`src/rtl/cpu_pkg.sv`:
```
// rtl/cpu_pkg.sv - shared widths, fetch state encoding and buffer entry type
package cpu_pkg;
  localparam int XLEN     = 32;
  localparam int INSTR_W  = 32;
  localparam int OPCODE_W = 7;

  localparam logic [XLEN-1:0] PC_STEP = 32'd4;

  typedef enum logic [1:0] {
    ST_IDLE  = 2'd0,
    ST_REQ   = 2'd1,
    ST_DRAIN = 2'd2
  } fetch_state_t;

  typedef struct packed {
    logic [INSTR_W-1:0] instr;
    logic [XLEN-1:0]    pc;
  } fetch_entry_t;

  function automatic logic [XLEN-1:0] word_align(input logic [XLEN-1:0] a);
    return {a[XLEN-1:2], 2'b00};
  endfunction
endpackage

```
`src/rtl/fetch_buffer.sv`:
```
// rtl/fetch_buffer.sv - 2-entry instruction buffer with push/pop/flush
module fetch_buffer
  import cpu_pkg::*;
(
  input  logic         i_clk,
  input  logic         i_rst_n,
  input  logic         i_push,
  input  fetch_entry_t i_entry,
  input  logic         i_pop,
  input  logic         i_flush,
  output logic [1:0]   o_count,
  output fetch_entry_t o_head
);

  logic [1:0]   r_count;
  fetch_entry_t r_head;
  fetch_entry_t r_tail;

  // Head is kept in its own register so decode sees it straight from a flop.
  always_ff @(posedge i_clk or negedge i_rst_n) begin
    if (!i_rst_n) begin
      r_count <= 2'd0;
      r_head  <= '0;
      r_tail  <= '0;
    end else if (i_flush) begin
      r_count <= 2'd0;
    end else begin
      case ({i_push, i_pop})
        2'b10: begin
          if (r_count == 2'd0) r_head <= i_entry;
          else                 r_tail <= i_entry;
          r_count <= r_count + 2'd1;
        end
        2'b01: begin
          r_head  <= r_tail;
          r_count <= r_count - 2'd1;
        end
        2'b11: begin
          if (r_count == 2'd1) begin
            r_head <= i_entry;
          end else begin
            r_head <= r_tail;
            r_tail <= i_entry;
          end
        end
        default: ;
      endcase
    end
  end

  assign o_count = r_count;
  assign o_head  = r_head;

endmodule

```
`src/rtl/fetch_unit.sv`:
```
// rtl/fetch_unit.sv - PC register, imem req/ack sequencer and redirect handling
module fetch_unit
  import cpu_pkg::*;
#(
  parameter logic [XLEN-1:0] RESET_PC = 32'h0000_0000
) (
  input  logic                i_clk,
  input  logic                i_rst_n,
  output logic                o_IMemReq,
  output logic [XLEN-1:0]     o_IMemAddr,
  input  logic                i_IMemAck,
  input  logic [INSTR_W-1:0]  i_IMemData,
  input  logic                i_Branch,
  input  logic [XLEN-1:0]     i_BranchTarget,
  input  logic                i_Stall,
  output logic                o_Valid,
  output logic [INSTR_W-1:0]  o_Instr,
  output logic [XLEN-1:0]     o_PC,
  output logic [OPCODE_W-1:0] o_OPCode
);

  fetch_state_t    r_state;
  logic [XLEN-1:0] r_pc;
  logic [XLEN-1:0] r_addr;
  logic            r_req;

  logic [1:0]      w_count;
  fetch_entry_t    w_head;
  fetch_entry_t    w_push_entry;
  logic            w_pop;
  logic            w_push;
  logic [2:0]      w_count_after;
  logic            w_room;
  logic [XLEN-1:0] w_target;
  logic [XLEN-1:0] w_pc_inc;

  assign w_pop         = (w_count != 2'd0) && !i_Stall;
  assign w_push        = (r_state == ST_REQ) && i_IMemAck && !i_Branch;
  assign w_push_entry  = '{instr: i_IMemData, pc: r_addr};
  assign w_count_after = {1'b0, w_count} + {2'b00, w_push} - {2'b00, w_pop};
  assign w_room        = (w_count_after <= 3'd1);
  assign w_target      = word_align(i_BranchTarget);
  assign w_pc_inc      = r_pc + PC_STEP;

  fetch_buffer u_buffer (
    .i_clk   (i_clk),
    .i_rst_n (i_rst_n),
    .i_push  (w_push),
    .i_entry (w_push_entry),
    .i_pop   (w_pop),
    .i_flush (i_Branch),
    .o_count (w_count),
    .o_head  (w_head)
  );

  // Launching only when room remains after this cycle guarantees every ack can be pushed.
  always_ff @(posedge i_clk or negedge i_rst_n) begin
    if (!i_rst_n) begin
      r_state <= ST_IDLE;
      r_pc    <= RESET_PC;
      r_addr  <= RESET_PC;
      r_req   <= 1'b0;
    end else begin
      case (r_state)
        ST_IDLE: begin
          if (i_Branch) begin
            r_pc    <= w_target;
            r_addr  <= w_target;
            r_state <= ST_REQ;
            r_req   <= 1'b1;
          end else if (w_room) begin
            r_addr  <= r_pc;
            r_state <= ST_REQ;
            r_req   <= 1'b1;
          end
        end
        ST_REQ: begin
          if (i_Branch) begin
            r_pc <= w_target;
            if (i_IMemAck) r_addr  <= w_target;
            else           r_state <= ST_DRAIN;
          end else if (i_IMemAck) begin
            r_pc <= w_pc_inc;
            if (w_room) begin
              r_addr <= w_pc_inc;
            end else begin
              r_state <= ST_IDLE;
              r_req   <= 1'b0;
            end
          end
        end
        ST_DRAIN: begin
          // The stale request must complete before the newest target is issued.
          if (i_Branch) r_pc <= w_target;
          if (i_IMemAck) begin
            r_addr  <= i_Branch ? w_target : r_pc;
            r_state <= ST_REQ;
          end
        end
        default: begin
          r_state <= ST_IDLE;
          r_req   <= 1'b0;
        end
      endcase
    end
  end

  assign o_IMemReq  = r_req;
  assign o_IMemAddr = r_addr;
  assign o_Valid    = (w_count != 2'd0);
  assign o_Instr    = w_head.instr;
  assign o_PC       = w_head.pc;
  assign o_OPCode   = w_head.instr[OPCODE_W-1:0];

endmodule

```
`config.mk`:
```
export PLATFORM = sky130hd
export DESIGN_NAME = fetch_unit
export DESIGN_NICKNAME = d
export VERILOG_FILES = /design/src/rtl/cpu_pkg.sv /design/src/rtl/fetch_buffer.sv /design/src/rtl/fetch_unit.sv
export SDC_FILE = /design/constraint.sdc
export NUM_CORES = 1
export LEC_CHECK = 0
export CAP_MARGIN = 20
export CORE_AREA = 2 2 209 211
export CTS_BUF_LIST = sky130_fd_sc_hd__clkbuf_2
export DETAILED_ROUTE_END_ITERATION = 8
export DIE_AREA = 0 0 211 213
export GPL_TIMING_DRIVEN = 0
export HOLD_SLACK_MARGIN = 0.05
export PLACE_DENSITY_LB_ADDON = 0.3
export SYNTH_ARGS = -nofsm -noshare
export SYNTH_HDL_FRONTEND = slang
export SYNTH_HIERARCHICAL = 1
export SYNTH_SLANG_ARGS = --single-unit
export TNS_END_PERCENT = 30
```
`constraint.sdc`:
```
create_clock -name i_clk -period 3.5 [get_ports i_clk]
set_input_delay 0.7 -clock i_clk [delete_from_list [all_inputs] [get_ports i_clk]]
set_output_delay 0.7 -clock i_clk [all_outputs]
set_load 0.02 [all_outputs]
```
==> results of run 1 <==
layer usage:
layer / GRT usage [%] / wire length, um / up-vias
met2: 23.8 / 15400 / 276
li1: - / - / 3779
met1: 19.8 / 15300 / 4014
met5: 0 / 0 / -
met3: 2.99 / 1820 / 36
met4: 5.08 / 598 / 0
per-stage QoR:
| stage | setup TNS [ps] | utilization, % | instances | cell area [um^2] | worst slack, ps |
|---|---|---|---|---|---|
| 6_report | 0 | 31.6 | 1680 | 13500 | 195 |
| 5_1_grt | 0 | 31.6 | 1680 | 13500 | 34.6 |
| 4_1_cts | 0 | 31.4 | 1673 | 13400 | 15.2 |
| 3_5_place_dp | -87920 | 30.7 | 1635 | 13100 | -1520 |
| 3_3_place_gp | -1549640 | 30.6 | 1634 | 13100 | -7450 |
| 2_1_floorplan | -202 | - | 917 | 10700 | -48.5 |
registers in the layout, summed over array words and instances, names as in the netlist:
register,cells
u_buffer/r_tail,64
r_state,2
o_IMemAddr,32
u_buffer/o_head,64
o_IMemReq,1
u_buffer/o_count,2
r_pc,32
what timing repair did:
| action | CTS | global route |
|---|---|---|
| gates resized for setup | 12 | 14 |
| hold buffers | 1 | 1 |
| buffers inserted | 5 | 5 |
| pin swaps | 2 | 2 |
| hold endpoints to repair | 99 | 2 |
| setup endpoints to repair | 32 | 31 |
| cloned | 0 | 0 |
synthesized netlist by cell type (all sizes together) (4+ instances only):
cell type / instances / area, um^2
mux2: 201 / 2420
dfrtp: 197 / 4930
buf: 61 / 400
nand2: 55 / 209
nor2: 50 / 195
a21oi: 41 / 209
o21ai: 34 / 170
clkbuf: 19 / 72.6
nor3: 19 / 95.1
nand3: 17 / 85.1
inv: 14 / 52.6
mux2i: 14 / 140
nand4: 14 / 103
a211oi: 12 / 90.1
and3: 11 / 68.8
a31oi: 9 / 56.3
nand2b: 8 / 50.1
a22o: 7 / 61.3
a311oi: 7 / 61.3
and2: 7 / 43.8
and4: 7 / 61.3
nor2b: 7 / 43.8
o31ai: 7 / 66.3
ha: 6 / 75.1
o211ai: 6 / 45.0
o22ai: 6 / 37.5
o21a: 5 / 37.5
or3: 5 / 31.3
xnor2: 5 / 43.8
a221oi: 4 / 41.3
a22oi: 4 / 30.0
o311ai: 4 / 35.0
o32ai: 4 / 35.0
logic make-up (layout without fill, tap and decap cells):
family / count (synthesis) / in the layout / share of synthesized area (%)
AND/OR/NAND/NOR: 217 / 217 / 10.9
multiplexers: 215 / 215 / 24.1
flip-flops: 197 / 197 / 46.5
AO/OA/AOI/OAI: 181 / 181 / 12.1
buffers and inverters: 94 / 310 / 4.96
adder cells (fa/ha/maj): 7 / 7 / 0.897
XOR/XNOR: 6 / 6 / 0.496
other: 0 / 1 / 0
path summary, 6_finish.rpt:
path | from | end | slack (ps) | cells after the start
setup / recovery | u_buffer/o_count[1] | o_IMemAddr[12] | 200 | 12
hold / removal | i_Branch | u_buffer/o_head[22] | 350 | 3
setup reg to reg | u_buffer/o_count[1] | o_IMemAddr[12] | 200 | 12
hold reg to reg | r_pc[1] | r_pc[1] | 520 | 1
max in group asynchronous | i_rst_n | u_buffer/o_count[1] | 2090 | 3
min in group asynchronous | i_rst_n | u_buffer/r_tail[41] | 430 | 2
report_power, final:
part	switching, mW	total [mW]	internal, mW	leakage, nW
clock	0.854	1.17	0.320	0.139
combinational	3.20	6.42	3.21	3.02
sequential	0.737	4.03	3.29	2.41
total	4.80	11.6	6.82	5.57
worst max-delay path, stage by stage (launching register included):
cell,delay (ps)
dfrtp_2,530
or2_2,330
nor2b_1,170
ha_1,300
inv_1,70
ha_2,170
fa_2,460
inv_2,100
a21oi_4,80
o31a_1,390
buf_4,200
a2111oi_2,350
a311oi_1,80
final cells by class:
cell class / instances / area, um^2 / share of cell area (%)
Clock inverter: 15 / 139 / 1.03
Buffer: 80 / 554 / 4.11
Inverter: 14 / 52.6 / 0.389
Tap cell: 546 / 683 / 5.06
Timing Repair Buffer: 184 / 1830 / 13.6
Sequential cell: 197 / 4930 / 36.6
Multi-Input combinational cell: 626 / 5210 / 38.6
Antenna cell: 1 / 2.50 / 0.0185
Clock buffer: 17 / 85.1 / 0.631
==> results.py, run 1 <==
metrics = {
    "synth": {
        "yosys_warnings": 6,
        "synth_area_per_cell_um2": 11.6,
        "yosys_register_bits": 197,
        "synth_fp_nets": 993,
        "async_reset_ff_share_pct": 100,
        "ys_types": 82,
        "synth_flop_cell": "dfrtp_1",
        "netlist_area_um2": 10600,
        "postSynthCellCount": 917,
        "synth_edf_count": 0,
        "synth-seq-area-share_pct": 46.5,
    },
    "sta": {
        "hold_slack_ps": 353,
        "slew_violations": 0,
        "fin_crit_ps": 3300,
        "rsz0062_at_grt": "false",
        "fin_worst_skew_ps": 65.7,
        "tightest_slew_ps": 974,
        "finalSetupViolations": 0,
        "relSlewSlack_pct": 34.9,
        "final-hold-violation-count": 0,
        "finalCritPeriodShare_pct": 94.4,
        "max_freq_mhz": 303,
    },
    "grt": {
        "grt_max_degree": 101,
        "antenna_found_initial": 1,
        "grt_usage_pct": 14.8,
        "gr-total-overflow": 0,
        "grt_pass1_vias": 7939,
        "grt_pass1_wl_mm": 49.6,
    },
    "route": {
        "num_vias": 8105,
        "route.detailed.drc": 0,
        "ant_nets": 0,
        "via_per_inst": 4.82,
        "dr.pass1.iters": 5,
        "wl_per_cell_um": 19.7,
        "initialDrtViolationCount": 603,
        "totalWireLength_mm": 33.1,
    },
    "worst_setup_path": {
        "worst_setup_path_end_kind": "register",
        "cp_data_required_time_ps": 4280,
        "crit_path_start_kind": "register",
        "critPathArrivalTime_ps": 4080,
        "path_max_fanout": 5,
        "path_class": "register to register",
    },
    "cells_and_area": {
        "final_common_cell": "dfrtp_1",
        "drive_gt1_share_pct": 28.9,
        "synthToLayoutAreaGrowth_pct": 27.3,
        "layout_common_cells": "195 x dfrtp_1, 169 x clkdlybuf4s50_1, 152 x mux2_2",
        "layout.nets": 1196,
        "fillers": 4394,
    },
    "power_and_ir_drop": {
        "leakage_nw": 5.57,
        "total_power_mw": 11.6,
        "ir_drop_uv": 240,
        "p_per_area_nw_per_um2": 861,
    },
    "floorplanning": {
        "ioPinCount": 174,
        "die-area_um2": 44900,
        "chipHeight_um": 213,
        "placementRows": 76,
        "start_util_pct": 24.8,
        "fp.dieW_um": 211,
        "core-area_um2": 42700,
    },
    "clock_network": {
        "ctsRootBufferMaster": "clkbuf_2",
        "clk_pin_slew_ps": 290,
        "cts_tree": "done",
        "clkLatencyLatePin_ps": 910,
        "cts-htree-levels": 4,
        "cts.path.max_buffers": 2,
        "cts_buffers": 17,
        "numClockSinks": 197,
    },
    "flow_run": {
        "cap_violations": 0,
    },
    "place": {
        "hpwlAfterDp_mm": 23.6,
        "gp_congestion": 0.889,
        "port_buffers": 171,
    },
    "hold_path": {
        "worst_hold_path_type": "input pin to register",
    },
    "run_status": {
        "status": "complete, no violations",
    },
}
Note: power is estimated with default switching activity, not from simulation.
==> run 2: changes to the inputs <==
CORE_AREA = 2 2 166 168   (was 2 2 209 211)
DIE_AREA = 0 0 168 170   (was 0 0 211 213)
==> results.py, run 2 (synthesis results as in run 1) <==
metrics = {
    "sta": {
        "max_freq_mhz": 295,
        "fin_tns_setup_ps": 0,
        "relSlewSlack_pct": 39.0,
        "finalSetupViolations": 0,
        "fin_crit_ps": 3390,
        "fin_worst_skew_ps": 42.6,
        "finalCritPeriodShare_pct": 97.0,
        "slew_violations": 0,
        "final-hold-violation-count": 0,
        "tightest_slew_ps": 913,
        "rsz0062_at_grt": "false",
    },
    "clock_network": {
        "clkLatencyLatePin_ps": 780,
        "cts_tree": "done",
        "numClockSinks": 197,
        "cts.path.max_buffers": 2,
        "cts_buffers": 17,
        "ctsRootBufferMaster": "clkbuf_2",
        "cts-htree-levels": 4,
        "clk_pin_slew_ps": 280,
    },
    "worst_setup_path": {
        "reg2reg_to": "o_IMemAddr[20]",
        "ff2ff_path_depth": 15,
        "worstSetupStartpoint": "r_state[1]",
        "cp_data_required_time_ps": 4190,
        "critPathArrivalTime_ps": 4090,
        "path_class": "register to register",
        "r2r_start": "r_state[1]",
        "r2r_setup_slack_ps": 110,
        "path_max_fanout": 10,
        "worst_setup_path_end_kind": "register",
        "crit_path_start_kind": "register",
    },
    "power_and_ir_drop": {
        "switching_share_pct": 41.6,
        "clkPwrFrac_pct": 9.4,
        "p_int_mw": 6.67,
        "leakage_nw": 5.54,
        "ir_drop_uv": 412,
        "p_per_area_nw_per_um2": 866,
        "netSwitchingPower_mw": 4.75,
        "pwr-share-comb_pct": 55.5,
        "power_frac_seq_pct": 35.1,
    },
    "route": {
        "wl_met2_mm": 13.7,
        "m1WireLength_mm": 13.5,
        "highest_layer": "met4",
        "totalWireLength_mm": 30.0,
        "wl_per_cell_um": 20.3,
        "route.met3.wl_mm": 2.11,
        "num_vias": 8241,
        "initialDrtViolationCount": 515,
        "ant_nets": 0,
        "route.detailed.drc": 0,
        "dr.pass1.iters": 7,
        "via_per_inst": 5.59,
    },
    "floorplanning": {
        "chipHeight_um": 170,
        "placementRows": 60,
        "fp.dieW_um": 168,
        "start_util_pct": 39.8,
        "core-area_um2": 26700,
        "die-area_um2": 28600,
        "ioPinCount": 174,
    },
    "cells_and_area": {
        "multi_input_area_um2": 5190,
        "synthToLayoutAreaGrowth_pct": 24.4,
        "fillers": 2393,
        "design_area_um2": 13200,
        "layout.nets": 1193,
        "fin_cells": 1474,
        "final_common_cell": "dfrtp_1",
        "drive_gt1_share_pct": 28.7,
        "final_util_pct": 49.5,
        "regArea_um2": 4930,
        "layout_common_cells": "196 x dfrtp_1, 169 x clkdlybuf4s50_1, 152 x mux2_2",
    },
    "hold_path": {
        "worstHoldEndpoint": "u_buffer/o_count[0]",
        "min_from": "i_Branch",
        "worstHoldPathCells": 2,
        "worst_hold_path_type": "input pin to register",
    },
    "grt": {
        "gr-total-overflow": 0,
        "grt_usage_pct": 21.1,
        "grt_pass1_vias": 8066,
        "grt_max_degree": 113,
        "antenna_found_initial": 3,
        "grt_pass1_wl_mm": 46.8,
    },
    "place": {
        "hpwlAfterDp_mm": 21.1,
        "port_buffers": 171,
        "gp_congestion": 0.942,
        "placed_cells": 1430,
        "post_dp_cell_area_um2": 12900,
    },
    "run_status": {
        "status": "complete, no violations",
    },
    "flow_run": {
        "cap_violations": 0,
    },
}
run 2: changes by cell type in the layout (fill, tap and decap cells not counted), moves of 2 or more:
cell	delta
clkbuf_2	+2
clkinv_4	+3
diode_2	+2
clkinv_2	-6
inv_8	+2
clkbuf_4	+2
inv_6	+2
buf_4	-4
bufinv_16	-2
run 2: critical path, stage by stage (launching register included):
cell	delay, ps
dfrtp_2	490
nor2b_1	120
clkbuf_4	230
nand2_1	140
nor2_4	130
inv_1	40
ha_1	260
inv_1	40
ha_2	170
fa_2	550
inv_2	60
a21oi_4	210
o31a_1	260
buf_2	320
a21oi_1	70
a22o_1	230
run 2: metal layers:
metal,GRT usage [%],vias to the layer above
li1,-,3778
met1,29.2,4112
met2,33.7,314
met3,4.21,37
met4,6.09,0
met5,0,-
run 2: final cells by class:
| cell class | instances | area share, % |
|---|---|---|
| multi-input combinational | 626 | 39.4 |
| sequential | 197 | 37.4 |
| timing repair buffer | 181 | 13.7 |
| buffer | 80 | 4.16 |
| tap | 341 | 3.24 |
| clock inverter | 13 | 0.911 |
| clock buffer | 19 | 0.721 |
| inverter | 14 | 0.399 |
| antenna | 3 | 0.0570 |
run 2: how the worst max path moves through the flow:
stage / to / slack (ps) / depth (start not counted)
2_1_floorplan: o_IMemAddr[9] / -50 / 16
4_1_cts: o_IMemAddr[23] / 10 / 15
6_report: o_IMemAddr[20] / 110 / 15
3_5_place_dp: o_IMemAddr[30] / -1490 / 18
3_3_place_gp: o_IMemAddr[11] / -6980 / 1
5_1_grt: o_IMemAddr[12] / 0.7 / 12
run 2: metrics by stage:
| step | power [mW] | setup slack, ps | hold WS, ps |
|---|---|---|---|
| after CTS | 11.4 | 13.4 | 296 |
| after global placement | 10.1 | -6980 | 468 |
| after floorplan | 7.87 | -48.5 | 404 |
| final | 11.4 | 106 | 172 |
| after detailed placement | 10.3 | -1490 | 475 |
| after global routing | 12.2 | 0.711 | 50.2 |
run 2: timing repair:
action | 4_1_cts | 5_1_grt
setup buffers | 4 | 4
pin swaps | 2 | 0
hold buffers | 1 | 0
hold endpoints to repair | 85 | 0
gates resized for setup | 7 | 13
setup endpoints to repair | 32 | 28
run 2: power groups by stage:
stage	registers (mW)	logic (mW)	clock network [mW]
final	4.01	6.34	1.07
after global routing	4.17	6.78	1.22
after detailed placement	4.08	6.17	0
after CTS	4.03	6.26	1.14
after floorplan	4.54	3.32	0
after global placement	4.04	6.08	0
==> edit 1: new RTL, config.mk and constraints of run 1 <==
The 3 states of `fetch_state_t` get a one-hot encoding in 3 bits.
--- a/src/rtl/cpu_pkg.sv
+++ b/src/rtl/cpu_pkg.sv
@@ -6,10 +6,10 @@
 
   localparam logic [XLEN-1:0] PC_STEP = 32'd4;
 
-  typedef enum logic [1:0] {
-    ST_IDLE  = 2'd0,
-    ST_REQ   = 2'd1,
-    ST_DRAIN = 2'd2
+  typedef enum logic [2:0] {
+    ST_IDLE  = 3'b001,
+    ST_REQ   = 3'b010,
+    ST_DRAIN = 3'b100
   } fetch_state_t;
 
   typedef struct packed {
Behaviour: no difference found for any inputs over 4 cycles, from zero or initial values and one cycle with i_rst_n low; so few cycles prove little.
==> edit 1 against run 1 <==
Worst hold slack improved by 76 ps; critical path depth rose by 2; area after synthesis rose by 0.32%; cell area fell by 0.19%; first-iteration DRC count fell by 13%; setup slack got worse by 96 ps; final cell count fell by 0.54%; utilization fell by 0.062 points; wire length fell by 1.2%; clock skew fell by 7.8 ps; count of clock-buffer cells in the layout rose by 1; power rose by 1.7%; sequential cell count rose by 1.
==> edit 1: results (changes against run 1) <==
routed len/inst 19.6 um (was 19.7 um); status complete, no violations (unchanged); First-pass DRT Iterations 7 (was 5); worst skew pair latency 880 ps (was 910 ps); largest cells by area after synthesis dfrtp_1 46%, mux2_2 16%, mux2_4 5.7% (was dfrtp_1 47%, mux2_2 16%, mux2_4 5.8%); worst min-delay path class input pin to asynchronous set/reset pin (was input pin to flop); worst path arrival time 4200 ps (was 4080 ps); cell with the largest stage delay on the worst path clkdlybuf4s50_1 (was dfrtp_2); GRT Overall Usage 14.6% (was 14.8%); post-synthesis sequential area ratio 46.6% (was 46.5%); critical path's largest stage delay 640 ps (was 530 ps); Adder-Cell Fraction of Synth Area 0.895% (was 0.897%); worst-case clock skew 57.9 ps (was 65.7 ps); FF-to-FF path depth 14 (was 12); CP max FO 10 (was 5); vias in the first global route 8,024 (was 7,939); synth unique cells 80 (was 82); DP HPWL 23,200 um (was 23,600 um); Leak Pwr 5.66 nW (was 5.57 nW); Layout Nets 1,187 (was 1,196); Peak supply drop 0.257 mV (was 0.240 mV); initial antenna violation count 2 (was 1); GPL Wtd Cong 0.857 (was 0.889); mux cell area share after synthesis 23.6% (was 24.1%); Post-Synth XOR/XNOR Area 1.81% (was 0.496%); Synth Area in Compound Gates 10.3% (was 12.1%); layout cells sized above 1 28.2% (was 28.9%); Placed Area 13,100 um^2 (about the same); synth cell count leaders 197 x dfrtp_1, 150 x mux2_2, 50 x nand2_1, 40 x mux2_4, 39 x nor2_1 (was 197 x dfrtp_1, 152 x mux2_2, 54 x nand2_1, 49 x nor2_1, 41 x mux2_4); normalized max-slew margin 30.6% (was 34.9%)
-- edit 1: final cells by class --
cell class | count | area [um^2]
Antenna cell | 1 | 2.50
Buffer | 80 | 493
Clock buffer | 18 | 90.1
Clock inverter | 14 | 180
Fill cell | 4392 | 29200
Inverter | 19 | 71.3
Multi-Input combinational cell | 614 | 5160
Sequential cell | 198 | 4960
Tap cell | 546 | 683
Timing Repair Buffer | 181 | 1830
-- edit 1: worst reg2reg max path, cell delays in order, from the launching register on --
cell	delay (ps)
dfstp_2	460
or3b_4	420
nor2_4	170
nand2_4	110
ha_1	310
inv_1	40
ha_1	180
fa_1	370
xnor2_1	160
o211ai_1	290
nand2_2	200
buf_12	210
clkbuf_4	210
nand2_1	100
o21ai_0	80
-- edit 1: timing repair --
item,in CTS,in global routing
resized for setup,14,7
endpoints found under the setup margin,52,21
gates cloned,0,1
hold buffers,1,0
endpoints found under the hold margin,98,0
pin swaps,2,2
setup buffers,2,5
-- edit 1: cell families after synthesis --
kind of cell	after synthesis
flip-flops	198
multiplexers	211
AND/OR/NAND/NOR	223
XOR/XNOR	22
AO/OA/AOI/OAI	151
buffers and inverters	100
adder cells (fa/ha/maj)	7
-- edit 1: power by group --
group	internal (mW)	switching (mW)	leakage (nW)
Sequential	3.22	0.714	2.48
Clock	0.466	0.845	0.153
Combinational	3.21	3.36	3.03
-- edit 1: metal layers --
metal	share of wire, %	global-route usage (%)	vias up
li1	-	-	3735
met1	45	19.5	4011
met2	46	22.8	286
met3	6.2	3.32	49
met4	2.9	6.10	2
met5	0.040	0	-
-- edit 1: final timing paths --
kind	from	slack, ps	to
max	i_Branch	100	o_IMemAddr[17]
min	i_rst_n	430	u_buffer/r_tail[1]
min reg2reg	u_buffer/o_head[63]	520	u_buffer/o_head[63]
max reg2reg	r_state[0]	110	o_IMemAddr[17]
max in group asynchronous	i_rst_n	2070	o_IMemAddr[6]
min in group i_clk	i_BranchTarget[6]	440	r_pc[6]
-- edit 1: per-stage QoR --
step | worst slack (ps) | std cells
final | 99.1 | 1671
after global routing | -20.2 | 1671
after global placement | -7460 | 1629
after floorplan | 61.5 | 912
after CTS | 76.7 | 1664
after detailed placement | -1550 | 1630
==> edit 2: new RTL, config.mk and constraints of run 1 <==
Made on the original files. Change the package constant `OPCODE_W` from 7 to 14.
--- a/src/rtl/cpu_pkg.sv
+++ b/src/rtl/cpu_pkg.sv
@@ -2,7 +2,7 @@
 package cpu_pkg;
   localparam int XLEN     = 32;
   localparam int INSTR_W  = 32;
-  localparam int OPCODE_W = 7;
+  localparam int OPCODE_W = 14;
 
   localparam logic [XLEN-1:0] PC_STEP = 32'd4;
 
Interface: changed (resized o_OPCode); port bits go from 174 to 181. The function was not compared with the original's and may differ.
==> edit 2 against run 1 <==
The run now ends with negative setup slack left; sequential cell count unchanged; setup slack worse by 210 ps; global-route usage up 0.14 points; area after synthesis up 0.50%; power up 4.5%; clock power up 25%; cell area up 1.9%; count of clock-buffer cells in the layout up 2; wire length up 0.90%.
==> edit 2: results (changes against run 1) <==
worst path arrival time 4270 ps (was 4080 ps); Synth Area in Compound Gates 12.1% (about the same); Clock group 1.46 mW (was 1.17 mW); Post-Route Utilization 32.2% (was 31.6%); Layout fillers 4,348 (was 4,394); Adder-Cell Fraction of Synth Area 0.893% (was 0.897%); status complete, but fails checks (was complete, no violations); layout cells sized above 1 29.5% (was 28.9%); Post-Synth XOR/XNOR Area 0.494% (was 0.496%); vias post-DR 8,256 (was 8,105); critical path's largest stage delay 380 ps (was 530 ps); cell with the largest stage delay on the worst path fa_2 (was dfrtp_2); final cell count without fillers 1,696 (was 1,680); Place WS -1530 ps (was -1520 ps); Setup WS post-layout -16.9 ps (was 195 ps); worst-case clock skew 40.5 ps (was 65.7 ps); cells after synthesis 924 (was 917); Leak Pwr 5.69 nW (was 5.57 nW); GRT Overall Usage 14.9% (was 14.8%); drt total wl 33,400 um (was 33,100 um); syn_nets 1,000 (was 993); worst min-delay path class input pin to asynchronous set/reset pin (was input pin to flop); CP top delay family buffers and inverters (was adder cells); Slew @ Worst Pin 989 ps (was 974 ps); I/O Buffers 178 (was 171); initial antenna violation count 2 (was 1); worst skew pair latency 870 ps (was 910 ps); Peak supply drop 0.264 mV (was 0.240 mV); PD cells 884 nW/um^2 (was 861 nW/um^2); CP max FO 10 (was 5); Layout Nets 1,212 (was 1,196); largest net degree at the start of global routing 103 (was 101); initial DRC count 522 (was 603); failing checks negative setup slack; post-synthesis sequential area ratio 46.3% (was 46.5%); Final TNS setup -16.9 ps (was 0 ps); postcts setup bufs 4 (was 5); DP HPWL 23,800 um (was 23,600 um); vias in the first global route 8,075 (was 7,939); mux cell area share after synthesis 24.0% (was 24.1%); Reg clk slew, reported paths 270 ps (was 290 ps); seq pwr 4.04 mW (was 4.03 mW); GPL Wtd Cong 0.885 (was 0.889); # setup viols final 1 (was 0)
## edit 2: metal layers
metal / track usage, % / wire length (um)
met2: 23.6 / 15300
met5: 0 / 0
met3: 3.34 / 2180
met4: 5.63 / 733
met1: 19.9 / 15100
## edit 2: worst paths after layout
kind	start	to	slack [ps]	cells past startpoint
worst max register to register	u_buffer/o_count[1]	o_IMemAddr[12]	130	13
worst max-delay path	i_Branch	o_IMemAddr[12]	-20	19
max in group asynchronous	i_rst_n	u_buffer/r_tail[18]	2130	4
min in group i_clk	i_Branch	u_buffer/o_count[0]	260	2
worst min-delay path	i_rst_n	u_buffer/o_head[37]	200	2
worst min register to register	r_pc[1]	o_IMemAddr[1]	510	2
## edit 2: area by class of cell
cell class,instances,share of cell area (%)
inverters,14,0.382
well taps,546,4.97
clock buffers,19,0.692
clock inverters,13,1.66
repair buffers,193,14.1
flip-flops and latches,197,35.9
plain buffers,87,4.40
multi-input cells,626,37.9
diodes,1,0.0182
